$ cat src/rtl/pipe_ctrl_defs.sv
// rtl/pipe_ctrl_defs.sv - shared state encodings and sizing for the pipeline controller
// Purpose: state enum, counter widths and default data-memory stall limit,
//          shared by pipe_ctrl, its hazard unit and the testbench.
// Ports:   none (package).
package pipe_ctrl_defs;

  typedef enum logic [1:0] {
    ST_RUN    = 2'd0,
    ST_DWAIT  = 2'd1,
    ST_HALTED = 2'd2,
    ST_ERR    = 2'd3
  } state_t;

  localparam int TIMEOUT_DEFAULT = 255;
  localparam int WAIT_W          = 8;
  localparam int STALL_W         = 16;

endpackage

$ cat src/rtl/dff.sv
// rtl/dff.sv - single-bit flip-flop primitive with asynchronous active-low reset
// Purpose: storage cell for controller state.
// Ports:   clk - clock; rst - async active-low reset (loads RST_VAL);
//          d - next value; q - registered value.
module dff #(
  parameter logic RST_VAL = 1'b0
) (
  input  logic clk,
  input  logic rst,
  input  logic d,
  output logic q
);

  always_ff @(posedge clk or negedge rst) begin
    if (!rst) q <= RST_VAL;
    else      q <= d;
  end

endmodule

$ cat src/rtl/pipe_ctrl_hazard.sv
// rtl/pipe_ctrl_hazard.sv - combinational hazard resolution and next-state logic
// Purpose: turns pipeline events into register enables/flushes and the next
//          controller state; also steers the wait counter.
// Ports:   rst - active-low reset (forces no-event outputs while low);
//          state - current state; id_load_use, imem_stall, dmem_req,
//          dmem_done, br_taken, halt_wb - pipeline events;
//          wait_cnt - consecutive busy cycles so far;
//          *_en / *_flush - pipeline register controls;
//          pc_sel_branch, dmem_cancel - branch redirect controls;
//          wait_inc, wait_clr - wait counter controls; state_nxt - next state.
module pipe_ctrl_hazard
  import pipe_ctrl_defs::*;
#(
  parameter int TIMEOUT = TIMEOUT_DEFAULT
) (
  input  logic              rst,
  input  state_t            state,
  input  logic              id_load_use,
  input  logic              imem_stall,
  input  logic              dmem_req,
  input  logic              dmem_done,
  input  logic              br_taken,
  input  logic              halt_wb,
  input  logic [WAIT_W-1:0] wait_cnt,
  output logic              pc_en,
  output logic              ifid_en,
  output logic              idex_en,
  output logic              exmem_en,
  output logic              memwb_en,
  output logic              ifid_flush,
  output logic              idex_flush,
  output logic              exmem_flush,
  output logic              memwb_flush,
  output logic              pc_sel_branch,
  output logic              dmem_cancel,
  output logic              wait_inc,
  output logic              wait_clr,
  output state_t            state_nxt
);

  // wait_cnt value seen during the last tolerated busy cycle
  localparam logic [WAIT_W-1:0] LIMIT = WAIT_W'(TIMEOUT - 1);

  logic busy;
  assign busy = dmem_req && !dmem_done;

  always_comb begin
    pc_en         = 1'b1;
    ifid_en       = 1'b1;
    idex_en       = 1'b1;
    exmem_en      = 1'b1;
    memwb_en      = 1'b1;
    ifid_flush    = 1'b0;
    idex_flush    = 1'b0;
    exmem_flush   = 1'b0;
    memwb_flush   = 1'b0;
    pc_sel_branch = 1'b0;
    dmem_cancel   = 1'b0;
    wait_inc      = 1'b0;
    wait_clr      = 1'b0;
    state_nxt     = state;

    if (!rst) begin
      state_nxt = ST_RUN;
    end else begin
      case (state)
        ST_RUN, ST_DWAIT: begin
          // any cycle that is not an accepted busy cycle ends the wait run
          wait_clr  = 1'b1;
          state_nxt = ST_RUN;
          if (halt_wb) begin
            pc_en     = 1'b0;
            ifid_en   = 1'b0;
            idex_en   = 1'b0;
            exmem_en  = 1'b0;
            memwb_en  = 1'b0;
            state_nxt = ST_HALTED;
          end else if (br_taken) begin
            // redirect wins over a pending access: that access is wrong-path
            ifid_flush    = 1'b1;
            idex_flush    = 1'b1;
            exmem_flush   = 1'b1;
            pc_sel_branch = 1'b1;
            dmem_cancel   = 1'b1;
          end else if (busy) begin
            pc_en       = 1'b0;
            ifid_en     = 1'b0;
            idex_en     = 1'b0;
            exmem_en    = 1'b0;
            memwb_flush = 1'b1;
            wait_clr    = 1'b0;
            wait_inc    = 1'b1;
            state_nxt   = (wait_cnt == LIMIT) ? ST_ERR : ST_DWAIT;
          end else if (id_load_use) begin
            pc_en      = 1'b0;
            ifid_en    = 1'b0;
            idex_flush = 1'b1;
          end else if (imem_stall) begin
            pc_en      = 1'b0;
            ifid_flush = 1'b1;
          end
        end
        default: begin
          // HALTED and ERR are terminal until reset
          pc_en    = 1'b0;
          ifid_en  = 1'b0;
          idex_en  = 1'b0;
          exmem_en = 1'b0;
          memwb_en = 1'b0;
        end
      endcase
    end
  end

endmodule

$ cat src/rtl/sat_cnt.sv
// rtl/sat_cnt.sv - saturating up-counter with synchronous clear
// Purpose: counts enabled cycles, sticks at all-ones instead of wrapping.
// Ports:   clk - clock; rst - async active-low reset to zero;
//          en - count this cycle; clr - return to zero (wins over en);
//          q - current count.
module sat_cnt #(
  parameter int W = 8
) (
  input  logic         clk,
  input  logic         rst,
  input  logic         en,
  input  logic         clr,
  output logic [W-1:0] q
);

  always_ff @(posedge clk or negedge rst) begin
    if (!rst)                       q <= '0;
    else if (clr)                   q <= '0;
    else if (en && (q != {W{1'b1}})) q <= q + W'(1);
  end

endmodule

$ cat src/rtl/pipe_ctrl.sv
// rtl/pipe_ctrl.sv - five-stage pipeline stall/flush/halt controller
// Purpose: holds controller state and counters, wires the hazard unit to the
//          pipeline register controls.
// Ports:   clk - clock; rst - async active-low reset;
//          id_load_use, imem_stall, dmem_req, dmem_done, br_taken, halt_wb - events;
//          pc_en, ifid_en, idex_en, exmem_en, memwb_en - register load enables;
//          ifid_flush, idex_flush, exmem_flush, memwb_flush - bubble inserts;
//          pc_sel_branch - PC takes branch target; dmem_cancel - abort access;
//          halted, err - terminal state flags; state - current state;
//          stall_cnt - saturating count of cycles with the PC held.
module pipe_ctrl
  import pipe_ctrl_defs::*;
#(
  parameter int TIMEOUT = TIMEOUT_DEFAULT
) (
  input  logic               clk,
  input  logic               rst,
  input  logic               id_load_use,
  input  logic               imem_stall,
  input  logic               dmem_req,
  input  logic               dmem_done,
  input  logic               br_taken,
  input  logic               halt_wb,
  output logic               pc_en,
  output logic               ifid_en,
  output logic               idex_en,
  output logic               exmem_en,
  output logic               memwb_en,
  output logic               ifid_flush,
  output logic               idex_flush,
  output logic               exmem_flush,
  output logic               memwb_flush,
  output logic               pc_sel_branch,
  output logic               dmem_cancel,
  output logic               halted,
  output logic               err,
  output logic [1:0]         state,
  output logic [STALL_W-1:0] stall_cnt
);

  logic [1:0]        state_bits;
  logic [1:0]        nxt_bits;
  state_t            state_q;
  state_t            state_nxt;
  logic [WAIT_W-1:0] wait_cnt;
  logic              wait_inc;
  logic              wait_clr;
  logic              active;
  logic              stall_inc;

  assign state_q  = state_t'(state_bits);
  assign nxt_bits = state_nxt;

  for (genvar i = 0; i < 2; i++) begin : g_state
    dff #(.RST_VAL(1'b0)) u_dff (
      .clk (clk),
      .rst (rst),
      .d   (nxt_bits[i]),
      .q   (state_bits[i])
    );
  end

  pipe_ctrl_hazard #(.TIMEOUT(TIMEOUT)) u_hazard (
    .rst           (rst),
    .state         (state_q),
    .id_load_use   (id_load_use),
    .imem_stall    (imem_stall),
    .dmem_req      (dmem_req),
    .dmem_done     (dmem_done),
    .br_taken      (br_taken),
    .halt_wb       (halt_wb),
    .wait_cnt      (wait_cnt),
    .pc_en         (pc_en),
    .ifid_en       (ifid_en),
    .idex_en       (idex_en),
    .exmem_en      (exmem_en),
    .memwb_en      (memwb_en),
    .ifid_flush    (ifid_flush),
    .idex_flush    (idex_flush),
    .exmem_flush   (exmem_flush),
    .memwb_flush   (memwb_flush),
    .pc_sel_branch (pc_sel_branch),
    .dmem_cancel   (dmem_cancel),
    .wait_inc      (wait_inc),
    .wait_clr      (wait_clr),
    .state_nxt     (state_nxt)
  );

  sat_cnt #(.W(WAIT_W)) u_wait_cnt (
    .clk (clk),
    .rst (rst),
    .en  (wait_inc),
    .clr (wait_clr),
    .q   (wait_cnt)
  );

  // only RUN/DWAIT cycles count; terminal states also hold pc_en low
  assign active    = (state_q == ST_RUN) || (state_q == ST_DWAIT);
  assign stall_inc = active && !pc_en;

  sat_cnt #(.W(STALL_W)) u_stall_cnt (
    .clk (clk),
    .rst (rst),
    .en  (stall_inc),
    .clr (1'b0),
    .q   (stall_cnt)
  );

  assign state  = state_bits;
  assign halted = (state_q == ST_HALTED);
  assign err    = (state_q == ST_ERR);

endmodule

$ cat config.mk
export PLATFORM = sky130hd
export DESIGN_NAME = pipe_ctrl
export DESIGN_NICKNAME = d
export VERILOG_FILES = /design/src/rtl/pipe_ctrl_defs.sv /design/src/rtl/dff.sv /design/src/rtl/pipe_ctrl_hazard.sv /design/src/rtl/sat_cnt.sv /design/src/rtl/pipe_ctrl.sv
export SDC_FILE = /design/constraint.sdc
export NUM_CORES = 1
export LEC_CHECK = 0
export ABC_AREA = 1
export CORE_AREA = 4 4 72 74
export CTS_CLUSTER_SIZE = 8
export DETAILED_ROUTE_END_ITERATION = 10
export DIE_AREA = 0 0 76 78
export DONT_BUFFER_PORTS = 1
export PLACE_DENSITY_LB_ADDON = 0.3
export RECOVER_POWER = 100
export SETUP_SLACK_MARGIN = 0.05
export SYNTH_ARGS = -nofsm -noshare
export SYNTH_HDL_FRONTEND = slang
export SYNTH_HIERARCHICAL = 1
export SYNTH_SLANG_ARGS = --single-unit
$ cat constraint.sdc
create_clock -name clk -period 3.1 [get_ports clk]
set_input_delay 0.465 -clock clk [delete_from_list [all_inputs] [get_ports clk]]
set_output_delay 0.465 -clock clk [all_outputs]
set_load 0.02 [all_outputs]
==> run metrics, run 1 <==
port bufs 0; Top Ports 39; arrival time at the worst endpoint roughly 1.8 ns; post-DP HPWL 3.06 mm; total power a little under 0.7 mW; Worst Max-Slew Pin Slew 1.43 ns; cts repair resizes 0; Slowest cell on crit path clkbuf_1; CP max FO 7; Post-CTS Setup Inserts 0; final setup margin approximately 0.80 ns; final clock skew around 0.0019 ns; count of cell types in the netlist 32; setup_tns 0 ns; Post-Place Cell Area 1890 sq um; outcome finished clean; area delta synth->final 4.66%; vias in the first global route approximately 1.6k; Final ANT Viol Nets 0; Syn Area/Cell between 6 and 7 sq um; Via-to-Cell Ratio 4.92; Worst-path clk slew 0.09 ns; top-area cell type share of the netlist area 35.6%; post-synth top area cell dfrtp_1; final setup vio count 0; most frequent CP cell nor2_1; kind of end point of the critical path primary output; fmax 434 MHz; Synth Area in Simple Gates 42.7%; Final Util 41.6%; starting density of the core 39.7%; Synth Area in Compound Gates 7.60%; RSZ-0062 raised after global routing false; Cell Pwr Density 352 nW/um^2; Initial DRC Count 105; Synth top cells by count nand2_1, nor2_1, inv_1; drt pass-1 iters 4; worst hold-check path type in -> reg; largest net degree at the start of global routing 27; critical-path cell list nor2_1 > nand2_1 > nor2_1 > clkbuf_1; Die W about 76 um; xor/xnor share of the synthesized area 2.40%; Post-Syn Area 1830 sq um; first-pass GRT wire length 7.38 mm; flops & latches, synth 26; yosys warns 6; Max Cap Viol 0; VDD IR max 157 uV; antenna cells 0; wire per inst 12.6 um; vias between 1.5k and 2k; dpl cells roughly 330; grt ovf 0; Pleak around 0.91 nW; fin area 1910 sq um; CP startpoint kind flop; Synth async-reset ratio 100%; drc violations 0; Total Wirelength 4.19 mm; crit share post-route about three quarters; gr usage total 14.9%; largest family of logic cells by synthesized area simple AND/OR/NAND/NOR gates; Post-Synth Adder-Cell Area 1.37%; mux share of post-synthesis cell area 0%; Gate Count Post-Synth about 270; Post-synth EDFFs 0; required time of the critical path 2.63 ns; CTS H-Tree Depth 1; Min Hold Slack 0.343 ns; CTS Hold Buffers Added 2; Die Ht 78 um; non-filler cells, final 332; Num CTS Buffers 3; routability cong. approximately 0.83; Root Buffer clkbuf_8; Final #Nets 289; Top FF cell, synth dfrtp_1; core area ~4600 sq um; Critical Path Max Stage Delay 0.56 ns; layout cells sized above 1 7.55%; minimum clock period 2.30 ns; pre-CTS WS 1.12 ns; Final Hold Viols 0; WS Path Type reg -> out; sequential area share after synthesis 35.6%; floorplan row count 25; CTS tree yes; Sink Count 26; Max Root-Sink Buffers 2; Max Slew Vio Count 0; Clock Latency Late Sink ~0.27 ns; most frequent cell after synthesis nand2_1; initial antenna violation count 0; slew margin rel. between 4 and 5%; largest cells by area after synthesis dfrtp_1, nand2_1, nor2_1, inv_1, nand3_1; DIE AREA 5930 sq um
-- cell usage in the layout, fill, tap and decap left out, types with 3 or more instances in the layout --
master and instances:
dfrtp_1 26, o21bai_1 5, clkbuf_1 5, inv_1 31, clkbuf_8 4, nor3_1 4, o21ai_0 7, nand4_1 9
conb_1 4, nand2_2 6, a21oi_1 7, nand3_1 21, nand2_1 92, xor2_1 3, nor2_1 34
-- area by class of cell --
class                      instances  area [sq um]
multi-input combinational        208           980
timing repair buffer               6          28.8
sequential                        26           651
tap                               54          67.6
fill                             493          2690
inverter                          34           130
clock buffer                       4          55.1
-- final timing paths --
kind | cells after the start | slack [ns] | to | from
max | 4 | 0.80 | dmem_cancel | g_state[1].u_dff/q
min in group asynchronous | 2 | 1.07 | u_stall_cnt/q[15] | rst
max in group asynchronous | 2 | 1.19 | u_wait_cnt/q[6] | rst
max reg2reg | 9 | 0.87 | u_wait_cnt/q[3] | g_state[1].u_dff/q
min | 2 | 0.34 | g_state[0].u_dff/q | rst
min reg2reg | 2 | 0.57 | u_wait_cnt/q[3] | u_wait_cnt/q[3]
-- critical path, delay by kind of cell, from the launching register on --
family                 cells  cell delay (ns)
DFF                        1             0.52
buffers and inverters      1             0.56
and+or+nand+nor            3             0.49
-- metal layers --
metal	share of wire, %	vias to the layer above	track usage [%]	wire, um
met5	0	-	0	0
met4	0.93	0	4.98	39
met3	7.1	4	4.18	296
met2	42	42	22.7	1750
met1	50	736	20.2	2100
li1	-	852	-	-
-- cells by family (layout without fill, tap and decap cells) --
logic type | Yosys count | after routing
AOI/OAI and AO/OA | 22 | 22
adders and majority gates | 2 | 2
xor gates and xnor gates | 5 | 5
buffers and inverters | 41 | 44
and+or+nand+nor | 175 | 175
other | 1 | 4
DFF | 26 | 26
-- power by group --
part | switching (mW) | total (mW) | internal, mW
registers | 0.0177 | 0.365 | 0.348
clock network | 0.108 | 0.221 | 0.113
logic | 0.0641 | 0.0859 | 0.0218
-- sequential cells by signal, indices dropped and copies added, names as in the netlist --
signal / count
u_wait_cnt/q: 8
g_state.u_dff/q: 2
u_stall_cnt/q: 16
No activity file was read; power rests on OpenSTA's default activity.
==> run 2, diff against run 1 <==
- clock period: 3.1 -> 1.8 ns (I/O delays scaled with it)
==> run metrics, run 2 (synthesis results as in run 1) <==
most common cell after layout, fill and taps aside nand2_1 (unchanged); Worst-path clk slew 0.10 ns (was 0.09 ns); vias 1739 (was 1634); Final ANT Viol Nets 0 (unchanged); crit share post-route between 90 and 100%; Root Buffer clkbuf_8 (unchanged); sw frac 26.9% (was 28.2%); largest net degree at the start of global routing 27 (unchanged); CP max FO 6 (was 7); GR Util met2 25.3% (was 22.7%); grt ovf 0 (unchanged); first-pass GRT wire length 7.81 mm (was 7.38 mm); gr usage total 15.9% (was 14.9%); Via-to-Cell Ratio 4.88 (was 4.92); worst path buffer plus inverter count 3 (was 1); outcome finished clean (unchanged); clock share of power 38.3% (was 32.9%); worst hold-check path type in -> reg (unchanged); Clock Latency Late Sink 0.27 ns (about the same); Max Root-Sink Buffers 2 (unchanged); Final #Nets 313 (was 289); Post-CTS Setup Inserts 0 (unchanged); critical-path cell list buf_4 > or2_0 > nor2_1 > inv_1 > nand2_1 > inv_1 > nand2_1 > nand2_1 (was nor2_1 > nand2_1 > nor2_1 > clkbuf_1); initial antenna violation count 0 (unchanged); CP startpoint kind flop (unchanged); required time of the critical path 1.97 ns (was 2.63 ns); Die W 76 um (unchanged); post-DP HPWL 3.28 mm (was 3.06 mm); floorplan row count 25 (unchanged); CTS tree yes (unchanged); Sink Count 26 (unchanged); dpl cells 350 (was 326); Final Hold Viols 0 (unchanged); Psw 0.349 mW (was 0.189 mW); Comb power frac 14.0% (was 12.8%); drt pass-1 iters 4 (unchanged); Largest regs u_stall_cnt/q x16, u_wait_cnt/q x8, g_state.u_dff/q x2 (unchanged); kind of end point of the critical path flop (was primary output); Max Cap Viol 0 (unchanged); fmax 603 MHz; core area 4600 sq um (unchanged); vias in the first global route 1686 (was 1577); Cell Pwr Density 616 nW/um^2 (was 352 nW/um^2); Initial DRC Count 151 (was 105); WS Path Type reg -> reg (was reg -> out); GR peak layer met2 (unchanged); Total Wirelength 4.47 mm (was 4.19 mm); met1 usage 21.0% (was 20.2%); GRT met3 Usage 5.34% (was 4.18%); arrival time at the worst endpoint 1.83 ns (was 1.84 ns); RSZ-0062 raised after global routing true (was false); non-filler cells, final 356 (was 332); CTS H-Tree Depth 1 (unchanged); DIE AREA 5930 sq um (unchanged); antenna cells 0 (unchanged); max FFs per register 16 (unchanged); Num CTS Buffers 3 (unchanged); Die Ht 78 um (unchanged); routability cong. 0.793 (was 0.828); port bufs 0 (unchanged); VDD IR max 416 uV (was 157 uV); Int Pwr 0.949 mW (was 0.483 mW); wire per inst 12.5 um (was 12.6 um); sequential share of power 47.7% (was 54.3%); Worst Max-Slew Pin Slew 0.678 ns (was 1.43 ns); CP top delay family simple AND/OR/NAND/NOR gates (was buffers and inverters); final clock skew 0.00358 ns (was 0.00192 ns); slew margin rel. 54.8% (was 4.57%); Filler cells 478 (was 493); starting density of the core 39.7% (unchanged); final setup vio count 0 (unchanged); most frequent CP cell nand2_1 (was nor2_1); Pleak 1.02 nW (was 0.910 nW); Max Slew Vio Count 0 (unchanged); drc violations 0 (unchanged); Min Hold Slack 0.151 ns (was 0.343 ns); minimum clock period 1.66 ns; layout cells sized above 1 14.2% (was 7.55%); most frequent cells in the layout nand2_1, inv_1, nor2_1, dfrtp_1, nand3_1 (was nand2_1, nor2_1, inv_1, dfrtp_1, nand3_1); largest register by flop count u_stall_cnt/q (unchanged); Critical Path Max Stage Delay 0.40 ns (was 0.56 ns); Top Ports 39 (unchanged); Slowest cell on crit path dfrtp_1 (was clkbuf_1); area delta synth->final 15.3% (was 4.66%)
run 2: per-layer routing:
layer | vias to the layer above | wire [um]
met5 | - | 0
li1 | 911 | -
met1 | 785 | 2120
met3 | 2 | 306
met4 | 0 | 28
met2 | 41 | 2010
run 2: worst paths after layout:
check	start	end	slack (ns)	cells past startpoint
min	rst	g_state[0].u_dff/q	0.15	2
max	g_state[1].u_dff/q	u_wait_cnt/q[3]	0.14	8
max reg2reg	g_state[1].u_dff/q	u_wait_cnt/q[3]	0.14	8
min reg2reg	u_wait_cnt/q[6]	u_wait_cnt/q[6]	0.56	2
max in group asynchronous	rst	u_wait_cnt/q[1]	0.79	2
min in group asynchronous	rst	u_stall_cnt/q[15]	0.58	2
run 2: what timing repair did:
action / in CTS / in global routing
setup endpoints to repair: 12 / 22
hold buffers: 2 / 0
resized for setup: 1 / 4
hold endpoints to repair: 26 / 0
run 2: layout make-up:
type                            instances  area, sq um  area share, %
Inverter                               34          130           6.18
Tap cell                               54         67.6           3.21
Clock inverter                          1         30.0           1.43
Clock buffer                            3         41.3           1.96
Multi-Input combinational cell        208         1010           47.8
Sequential cell                        26          651           30.9
Timing Repair Buffer                   30          179           8.50
run 2: stage by stage:
stage | util [%] | setup WS (ns) | total power, mW | setup TNS, ns | cell area (sq um)
4_1_cts | 47.2 | 0.101 | 1.32 | 0 | 2170
5_1_grt | 45.8 | 0.0245 | 1.36 | 0 | 2110
2_1_floorplan | - | 0.0544 | 0.761 | 0 | 1840
6_report | 45.8 | 0.142 | 1.30 | 0 | 2110
3_3_place_gp | 45.0 | -0.0786 | 0.801 | -0.774 | 2070
3_5_place_dp | 45.0 | -0.102 | 0.802 | -0.974 | 2070
run 2: power groups by stage:
stage,Combinational (mW),Sequential [mW],Clock [mW]
global placement,0.171,0.630,0
finish,0.182,0.618,0.497
floorplan,0.127,0.634,0
detailed placement,0.172,0.630,0
CTS,0.194,0.618,0.511
global route,0.202,0.621,0.537
==> run 3, diff against run 2 <==
--- a/config.mk
+++ b/config.mk
@@ -13,3 +13,4 @@
 export DONT_BUFFER_PORTS = 1
-export PLACE_DENSITY_LB_ADDON = 0.3
+export GPL_TIMING_DRIVEN = 0
+export PLACE_DENSITY_LB_ADDON = 0.2
 export RECOVER_POWER = 100
--- a/constraint.sdc
+++ b/constraint.sdc
@@ -3,2 +3,2 @@
 set_output_delay 0.27 -clock clk [all_outputs]
-set_load 0.02 [all_outputs]
+set_load 0.01 [all_outputs]
==> run metrics, run 3 (synthesis results as in run 1) <==
outcome finished clean (unchanged); Max Root-Sink Buffers 2 (unchanged); vias 1728 (was 1739); Via-to-Cell Ratio 5.01 (was 4.88); Num CTS Buffers 3 (unchanged); Final #Nets 302 (was 313); Top Ports 39 (unchanged); CP max FO 7 (was 6); Clock Latency Late Sink 0.27 ns (about the same); final setup margin 0.104 ns (was 0.142 ns); VDD IR max 395 uV (was 416 uV); final clock skew 0.00306 ns (was 0.00358 ns); arrival time at the worst endpoint 1.43 ns (was 1.83 ns); Initial DRC Count 37 (was 151); Pleak 1.02 nW (about the same); area delta synth->final 18.2% (was 15.3%); kind of end point of the critical path primary output (was flop); Reg2Reg Setup Slack 0.12 ns (was 0.14 ns); first-pass GRT wire length 7.67 mm (was 7.81 mm); most frequent cells in the layout nand2_1, inv_1, nor2_1, dfrtp_1, nand3_1 (unchanged); clock share of power 32.0% (was 38.3%); Max Cap Viol 0 (unchanged); RSZ-0062 raised after global routing true (unchanged); DIE AREA 5930 sq um (unchanged); pre-CTS WS -0.183 ns (was -0.102 ns); Total Wirelength 4.63 mm (was 4.47 mm); most common cell after layout, fill and taps aside nand2_1 (unchanged); gr usage total 15.6% (was 15.9%); drc violations 0 (unchanged); Psw 0.344 mW (was 0.349 mW); routability cong. 0.794 (was 0.793); vias in the first global route 1637 (was 1686); worst hold-check path type in -> reg (unchanged); sequential share of power 51.8% (was 47.7%); slew margin rel. 54.4% (was 54.8%); CP startpoint kind flop (unchanged); minimum clock period 1.70 ns (was 1.66 ns); antenna cells 0 (unchanged); final setup vio count 0 (unchanged); max FFs per register 16 (unchanged); starting density of the core 39.7% (unchanged); wire per inst 13.4 um (was 12.5 um); CTS H-Tree Depth 1 (unchanged); layout cells sized above 1 19.9% (was 14.2%); floorplan row count 25 (unchanged); initial antenna violation count 0 (unchanged); sw frac 28.3% (was 26.9%); Final Hold Viols 0 (unchanged); Min Hold Slack 0.147 ns (was 0.151 ns); Cell Pwr Density 563 nW/um^2 (was 616 nW/um^2); Comb power frac 16.2% (was 14.0%); CTS tree yes (unchanged); crit share post-route 94.2% (was 92.1%); post-DP HPWL 3.08 mm (was 3.28 mm); grt ovf 0 (unchanged); core area 4600 sq um (unchanged); port bufs 0 (unchanged); drt pass-1 iters 4 (unchanged); Sink Count 26 (unchanged); Largest regs u_stall_cnt/q x16, u_wait_cnt/q x8, g_state.u_dff/q x2 (unchanged); fmax 590 MHz (was 603 MHz); required time of the critical path 1.53 ns (was 1.97 ns); Worst Max-Slew Pin Slew 0.684 ns (was 0.678 ns); Root Buffer clkbuf_8 (unchanged); Max Slew Vio Count 0 (unchanged); Int Pwr 0.871 mW (was 0.949 mW); largest register by flop count u_stall_cnt/q (unchanged); Filler cells 471 (was 478); Worst-path clk slew 0.10 ns (about the same); WS Path Type reg -> out (was reg -> reg); Final ANT Viol Nets 0 (unchanged); largest net degree at the start of global routing 27 (unchanged); Die W 76 um (unchanged); Die Ht 78 um (unchanged)
==> run 3: critical path, stage by stage (launching register included) <==
cell and delay [ns]:
dfrtp_2 0.50, nor2_4 0.14, inv_2 0.05, o21ai_1 0.27, buf_4 0.18
==> run 3: final timing paths <==
check | start | to | cells past startpoint
worst min-delay path | rst | g_state[0].u_dff/q | 2
max in group asynchronous | rst | g_state[1].u_dff/q | 2
min in group asynchronous | rst | u_stall_cnt/q[5] | 2
worst max register to register | u_stall_cnt/q[1] | u_stall_cnt/q[14] | 10
worst min register to register | u_wait_cnt/q[4] | u_wait_cnt/q[4] | 2
worst max-delay path | g_state[1].u_dff/q | idex_en | 4
==> run 3: cell type report <==
cell class | count | area, sq um | area share, %
plain buffers | 7 | 52.6 | 2.43
inverters | 34 | 138 | 6.38
clock buffers | 4 | 55.1 | 2.55
flip-flops and latches | 26 | 654 | 30.3
multi-input cells | 208 | 1090 | 50.3
well taps | 54 | 67.6 | 3.13
repair buffers | 12 | 105 | 4.87
==> run 3: metrics by stage <==
stage | instance area [sq um] | utilization, % | total power, mW | TNS (ns) | std cells
finish | 2160 | 46.9 | 1.21 | 0 | 345
global placement | 1910 | 41.4 | 0.775 | -2.16 | 329
floorplan | 1840 | - | 0.744 | 0 | 275
CTS | 2020 | 43.9 | 1.20 | 0 | 335
global route | 2160 | 46.9 | 1.29 | 0 | 345
detailed placement | 1910 | 41.4 | 0.774 | -2.23 | 329
==> run 3: repair_timing <==
| action | 4_1_cts | 5_1_grt |
|---|---|---|
| cloned | 0 | 2 |
| hold buffers | 2 | 0 |
| endpoints found under the hold margin | 26 | 0 |
| setup endpoints to repair | 25 | 22 |
| resized for setup | 13 | 27 |
| pin swaps | 0 | 15 |
| setup buffers | 0 | 8 |
==> run 3: power groups by stage <==
stage	Sequential (mW)	Clock (mW)	Combinational [mW]
floorplan	0.630	0	0.114
global placement	0.637	0	0.138
detailed placement	0.636	0	0.137
CTS	0.626	0.412	0.164
global route	0.633	0.434	0.220
finish	0.629	0.389	0.196
==> run 3: per-layer routing <==
metal  GRT usage, %  vias to the layer above  part of all wire, %
met3           5.10                        5                  6.4
met1           20.2                      796                   45
met5              0                        -                    0
li1               -                      890                    -
met4           2.85                        0                  1.3
met2           25.4                       37                   47
